File: src/rtl/nibble_pack_ctrl.sv
// nibble_pack_ctrl: takes one 4-bit field per accepted input byte and packs
// two of them into an output byte, first nibble in the MSBs. A flush closes a
// half-filled byte with PAD_NIBBLE in the low nibble.
// Optional build macro NIBBLE_PARITY_EN adds out_parity (= ^out_data, registered).
module nibble_pack_ctrl #(
    parameter logic [3:0] PAD_NIBBLE = 4'h0,
    parameter int         CNT_W      = 8
) (
    input  logic             clk,
    input  logic             rst,
    input  logic             in_valid,
    output logic             in_ready,
    input  logic [7:0]       in_data,
    input  logic             in_sel,
    input  logic             flush,
    output logic             out_valid,
    input  logic             out_ready,
    output logic [7:0]       out_data,
    output logic [CNT_W-1:0] out_count,
    output logic             busy,
`ifdef NIBBLE_PARITY_EN
    output logic             out_parity,
`endif
    output logic [1:0]       field_c
);

    typedef enum logic [1:0] {
        S_EMPTY = 2'd0,
        S_HALF  = 2'd1,
        S_FULL  = 2'd2
    } state_t;

    state_t           state_q, state_d;
    logic [3:0]       hold_q, hold_d;
    logic             out_valid_q, out_valid_d;
    logic [7:0]       out_data_q, out_data_d;
    logic [CNT_W-1:0] out_count_q, out_count_d;
    logic             busy_q, busy_d;
    logic [1:0]       field_c_q, field_c_d;
`ifdef NIBBLE_PARITY_EN
    logic             out_parity_q, out_parity_d;
`endif

    logic       accept;
    logic       handoff;
    logic [3:0] nib;

    // A full slot can still take a nibble in the same cycle it is drained.
    assign in_ready = (state_q != S_FULL) || out_ready;
    assign accept   = in_valid && in_ready;
    assign handoff  = out_valid_q && out_ready;
    assign nib      = in_sel ? in_data[7:4] : in_data[3:0];

    // Next-state and next-output computation for the packing sequencer.
    always_comb begin
        state_d     = state_q;
        hold_d      = hold_q;
        out_valid_d = out_valid_q;
        out_data_d  = out_data_q;
        out_count_d = out_count_q;
        field_c_d   = field_c_q;

        if (accept) begin
            field_c_d = in_data[3:2];
        end
        if (handoff) begin
            out_count_d = out_count_q + CNT_W'(1);
        end

        case (state_q)
            S_EMPTY: begin
                // flush has nothing to close here
                if (accept) begin
                    hold_d  = nib;
                    state_d = S_HALF;
                end
            end
            S_HALF: begin
                // a real nibble takes priority over a same-cycle flush
                if (accept) begin
                    out_data_d  = {hold_q, nib};
                    out_valid_d = 1'b1;
                    state_d     = S_FULL;
                end else if (flush) begin
                    out_data_d  = {hold_q, PAD_NIBBLE};
                    out_valid_d = 1'b1;
                    state_d     = S_FULL;
                end
            end
            S_FULL: begin
                // out_data is held until the consumer takes it
                if (handoff) begin
                    out_valid_d = 1'b0;
                    if (accept) begin
                        hold_d  = nib;
                        state_d = S_HALF;
                    end else begin
                        state_d = S_EMPTY;
                    end
                end
            end
            default: begin
                out_valid_d = 1'b0;
                state_d     = S_EMPTY;
            end
        endcase

        busy_d = (state_d != S_EMPTY);
    end

`ifdef NIBBLE_PARITY_EN
    // Parity follows out_data so both change on the same edge.
    always_comb begin
        out_parity_d = ^out_data_d;
    end
`endif

    // State and registered outputs; reset discards any partial nibble.
    always_ff @(posedge clk or posedge rst) begin
        if (rst) begin
            state_q      <= S_EMPTY;
            hold_q       <= 4'h0;
            out_valid_q  <= 1'b0;
            out_data_q   <= 8'h00;
            out_count_q  <= '0;
            busy_q       <= 1'b0;
            field_c_q    <= 2'b00;
`ifdef NIBBLE_PARITY_EN
            out_parity_q <= 1'b0;
`endif
        end else begin
            state_q      <= state_d;
            hold_q       <= hold_d;
            out_valid_q  <= out_valid_d;
            out_data_q   <= out_data_d;
            out_count_q  <= out_count_d;
            busy_q       <= busy_d;
            field_c_q    <= field_c_d;
`ifdef NIBBLE_PARITY_EN
            out_parity_q <= out_parity_d;
`endif
        end
    end

    assign out_valid  = out_valid_q;
    assign out_data   = out_data_q;
    assign out_count  = out_count_q;
    assign busy       = busy_q;
    assign field_c    = field_c_q;
`ifdef NIBBLE_PARITY_EN
    assign out_parity = out_parity_q;
`endif

endmodule
File: config.mk
export PLATFORM = sky130hd
export DESIGN_NAME = nibble_pack_ctrl
export DESIGN_NICKNAME = d
export VERILOG_FILES = /design/src/rtl/nibble_pack_ctrl.sv
export SDC_FILE = /design/constraint.sdc
export NUM_CORES = 1
export LEC_CHECK = 0
export ABC_CLOCK_PERIOD_IN_PS = 3800
export CAP_MARGIN = 20
export CORE_MARGIN = 2
export CORE_UTILIZATION = 48
export DETAILED_ROUTE_END_ITERATION = 12
export GPL_ROUTABILITY_DRIVEN = 0
export PLACE_DENSITY = 0.83
export SLEW_MARGIN = 20
export SYNTH_ARGS = -nofsm -noshare
export SYNTH_HDL_FRONTEND = slang
export SYNTH_SLANG_ARGS = --single-unit
File: constraint.sdc
create_clock -name clk -period 3.8 [get_ports clk]
set_clock_uncertainty 0.15 [all_clocks]
set_input_delay 0.57 -clock clk [delete_from_list [all_inputs] [get_ports clk]]
set_output_delay 0.57 -clock clk [all_outputs]
set_load 0.01 [all_outputs]
==> key figures <==
Clocking
  • # hold bufs at CTS: 0
  • Worst-Skew Late Latency: 0.32 ns
  • Clock Tree Buf Depth: 2
  • CTS tree: yes
  • Post-CTS Setup Inserts: 0
  • TritonCTS buffer count: 3
  • Htree depth: 1
  • Clk sinks: 26
  • CTS Root Cell: clkbuf_4
  • Post-cts resize count: 0
  • Worst-path clk slew: 0.13 ns

Drt
  • DRC Markers: 0
  • Final wirelength: between 2000 and 2500 um
  • First DRT Iteration DRCs: 12
  • Drt first pass iters: 4
  • Final antenna-violating net count: 0
  • Via count: between 700 and 800
  • Routed len/inst: 14.0 um
  • Via density: 5.32

Finish
  • Non-Filler Instances: roughly 150
  • Post-route cell area: ~1500 um2
  • Share of post-route cells with drive strength above 1: 0.125
  • Most frequent cells in the layout: clkdlybuf4s50_1 (34), dfrtp_1 (26), mux2_2 (9)
  • N_diodes: 0
  • Nets: between 100 and 150
  • Most common cell after layout, fill and taps aside: clkdlybuf4s50_1
  • Area Growth Syn to Fin: 37.3%
  • Fill cells: between 150 and 200

Place
  • Pre-CTS WS: between 1 and 1.5 ns
  • I/O Buffers: 34
  • Cells after DPL: 144
  • Placed inst area: 1460 um2
  • Post-DP HPWL: 1540 um

Timing
  • Endpoints failing hold: 0
  • Worst-margin pin slew: 0.957 ns
  • Period utilization: 0.705
  • Max Slew Vio Count: 0
  • Worst Slack Setup Final: 1.12 ns
  • Slew headroom: 0.361
  • Setup TNS: 0 ns
  • RSZ-0062 raised after global routing: false
  • Max Clock Freq: ~370 MHz
  • WHS: 0.336 ns
  • Setup violations, final: 0
  • Period minus WS final: 2.68 ns

Worst setup path
  • Max incr delay on CP: slightly below 0.5 ns
  • CP bufs+invs: 2
  • Critical path type: in -> out
  • Critical path endpoint category: output pin
  • Worst endpoint required time: 3.08 ns
  • CP max FO: 6
  • Sequence of cells on the critical path: clkdlybuf4s50_1, or3b_1, clkdlybuf4s50_1
  • Nature of the critical path startpoint: input pin
  • CP most frequent cell: clkdlybuf4s50_1
  • Crit path DAT: 1.96 ns
  • Cell family with the largest share of critical-path delay: buffers and inverters
  • Critical path's slowest cell: clkdlybuf4s50_1

Global route
  • Number of global-route vias before repair: 830
  • Antenna violations before repair: 0
  • Largest net degree at the start of global routing: 27
  • Global-route usage over all layers: 0.176
  • First-pass GRT wire length: 3460 um
  • GRT Residual Overflow: 0

Synthesis
  • Synthesized cell area: ~1100 um2
  • #FFs+latches synth: 26
  • Syn_nets: 98
  • Synth Instances: 83
  • Netlist cell types: 24
  • YS warnings: 0
  • Syn avg cell area: 13.2 um2
  • Register area share after synthesis: 0.596

Outcome
  • Outcome: finished clean

Power and ir drop
  • Peak supply drop: 0.000436 V
  • PwrDens: 732 nW/um2
  • Leakage power total: approximately 0.64 nW

Die
  • Die X: 51.7 um
  • Core Area: 2190 um2
  • Row count: 17
  • # IOs: 35
  • Initial Util: 0.499
  • Die ar.: 2670 um2
  • Die Height: 51.7 um

Run
  • Max-cap violations: 0

Worst hold path
  • HP Class: reg -> reg
==> cell type report <==
class                           instances  area [um2]  area share
Tap cell                               28        35.0      0.0234
Sequential cell                        26         651       0.434
Clock buffer                            4        36.3      0.0242
Multi-Input combinational cell         53         427       0.284
Timing Repair Buffer                   34         340       0.227
Inverter                                3        11.3     0.00751
==> where the power goes <==
group          total [mW]  internal [mW]  switching, mW
clock network       0.139         0.0586         0.0801
logic               0.465          0.285          0.180
registers           0.495          0.396         0.0984
==> cells by family after synthesis <==
group | share of synthesized area
AO/OA/AOI/OAI | 0.0825
XOR/XNOR | 0.0561
adder cells (fa/ha/maj) | 0.0115
buffers and inverters | 0.0137
flip-flops | 0.596
multiplexers | 0.150
AND/OR/NAND/NOR | 0.0905
==> sequential cells by signal, summed over array words and instances, names as in the netlist <==
register / cells
state_q: 2
hold_q: 4
field_c: 2
out_data: 8
out_count: 8
out_valid: 1
busy: 1
==> worst reg2reg max path, delay by kind of cell (launching register included) <==
| family | cells | cell delay, ns |
|---|---|---|
| flip-flops | 1 | 0.44 |
| multiplexers | 1 | 0.38 |
| AO/OA/AOI/OAI | 1 | 0.35 |
| AND/OR/NAND/NOR | 1 | 0.18 |
==> cells in the mapped netlist (all sizes together) <==
| cell | number | area [um2] |
|---|---|---|
| o2bb2ai | 2 | 17.5 |
| or3b | 1 | 8.76 |
| dfrtp | 26 | 651 |
| and2b | 1 | 7.51 |
| clkbuf | 1 | 3.75 |
| ha | 1 | 12.5 |
| nand2b | 1 | 6.26 |
| mux2i | 4 | 40.0 |
| o21ai | 4 | 23.8 |
| nand2 | 7 | 26.3 |
| nand4 | 3 | 18.8 |
| and4 | 1 | 8.76 |
| a21oi | 2 | 13.8 |
| o21a | 1 | 7.51 |
| mux2 | 11 | 124 |
| inv | 3 | 11.3 |
| and3 | 2 | 12.5 |
| o21bai | 1 | 7.51 |
| xnor2 | 7 | 61.3 |
| nand3 | 2 | 10.0 |
| a32o | 2 | 20.0 |
==> final timing paths <==
path	slack (ns)	to	start	cells after the start
max in group asynchronous	2.33	out_data[2]$_DFFE_PP0P_	rst	2
min in group asynchronous	0.60	out_data[1]$_DFFE_PP0P_	rst	2
setup reg to reg	2.20	hold_q[3]$_DFFE_PP0P_	out_valid$_DFFE_PP0P_	3
setup / recovery	1.12	in_ready	out_ready	3
hold reg to reg	0.34	out_count[7]$_DFFE_PP0P_	out_count[7]$_DFFE_PP0P_	1
hold / removal	0.34	out_count[7]$_DFFE_PP0P_	out_count[7]$_DFFE_PP0P_	1
==> routing by layer <==
| layer | GRT usage | part of all wire |
|---|---|---|
| met3 | 0.0259 | 0.044 |
| met4 | 0.0789 | 0.022 |
| met5 | 0 | 0 |
| met1 | 0.204 | 0.43 |
| met2 | 0.318 | 0.50 |
==> stage by stage <==
step,power (mW),util
after floorplan,0.720,-
after global placement,0.951,0.668
after detailed placement,0.970,0.668
after CTS,1.11,0.685
after global routing,1.17,0.685
final,1.10,0.685
(Power assumes the default switching activity.)
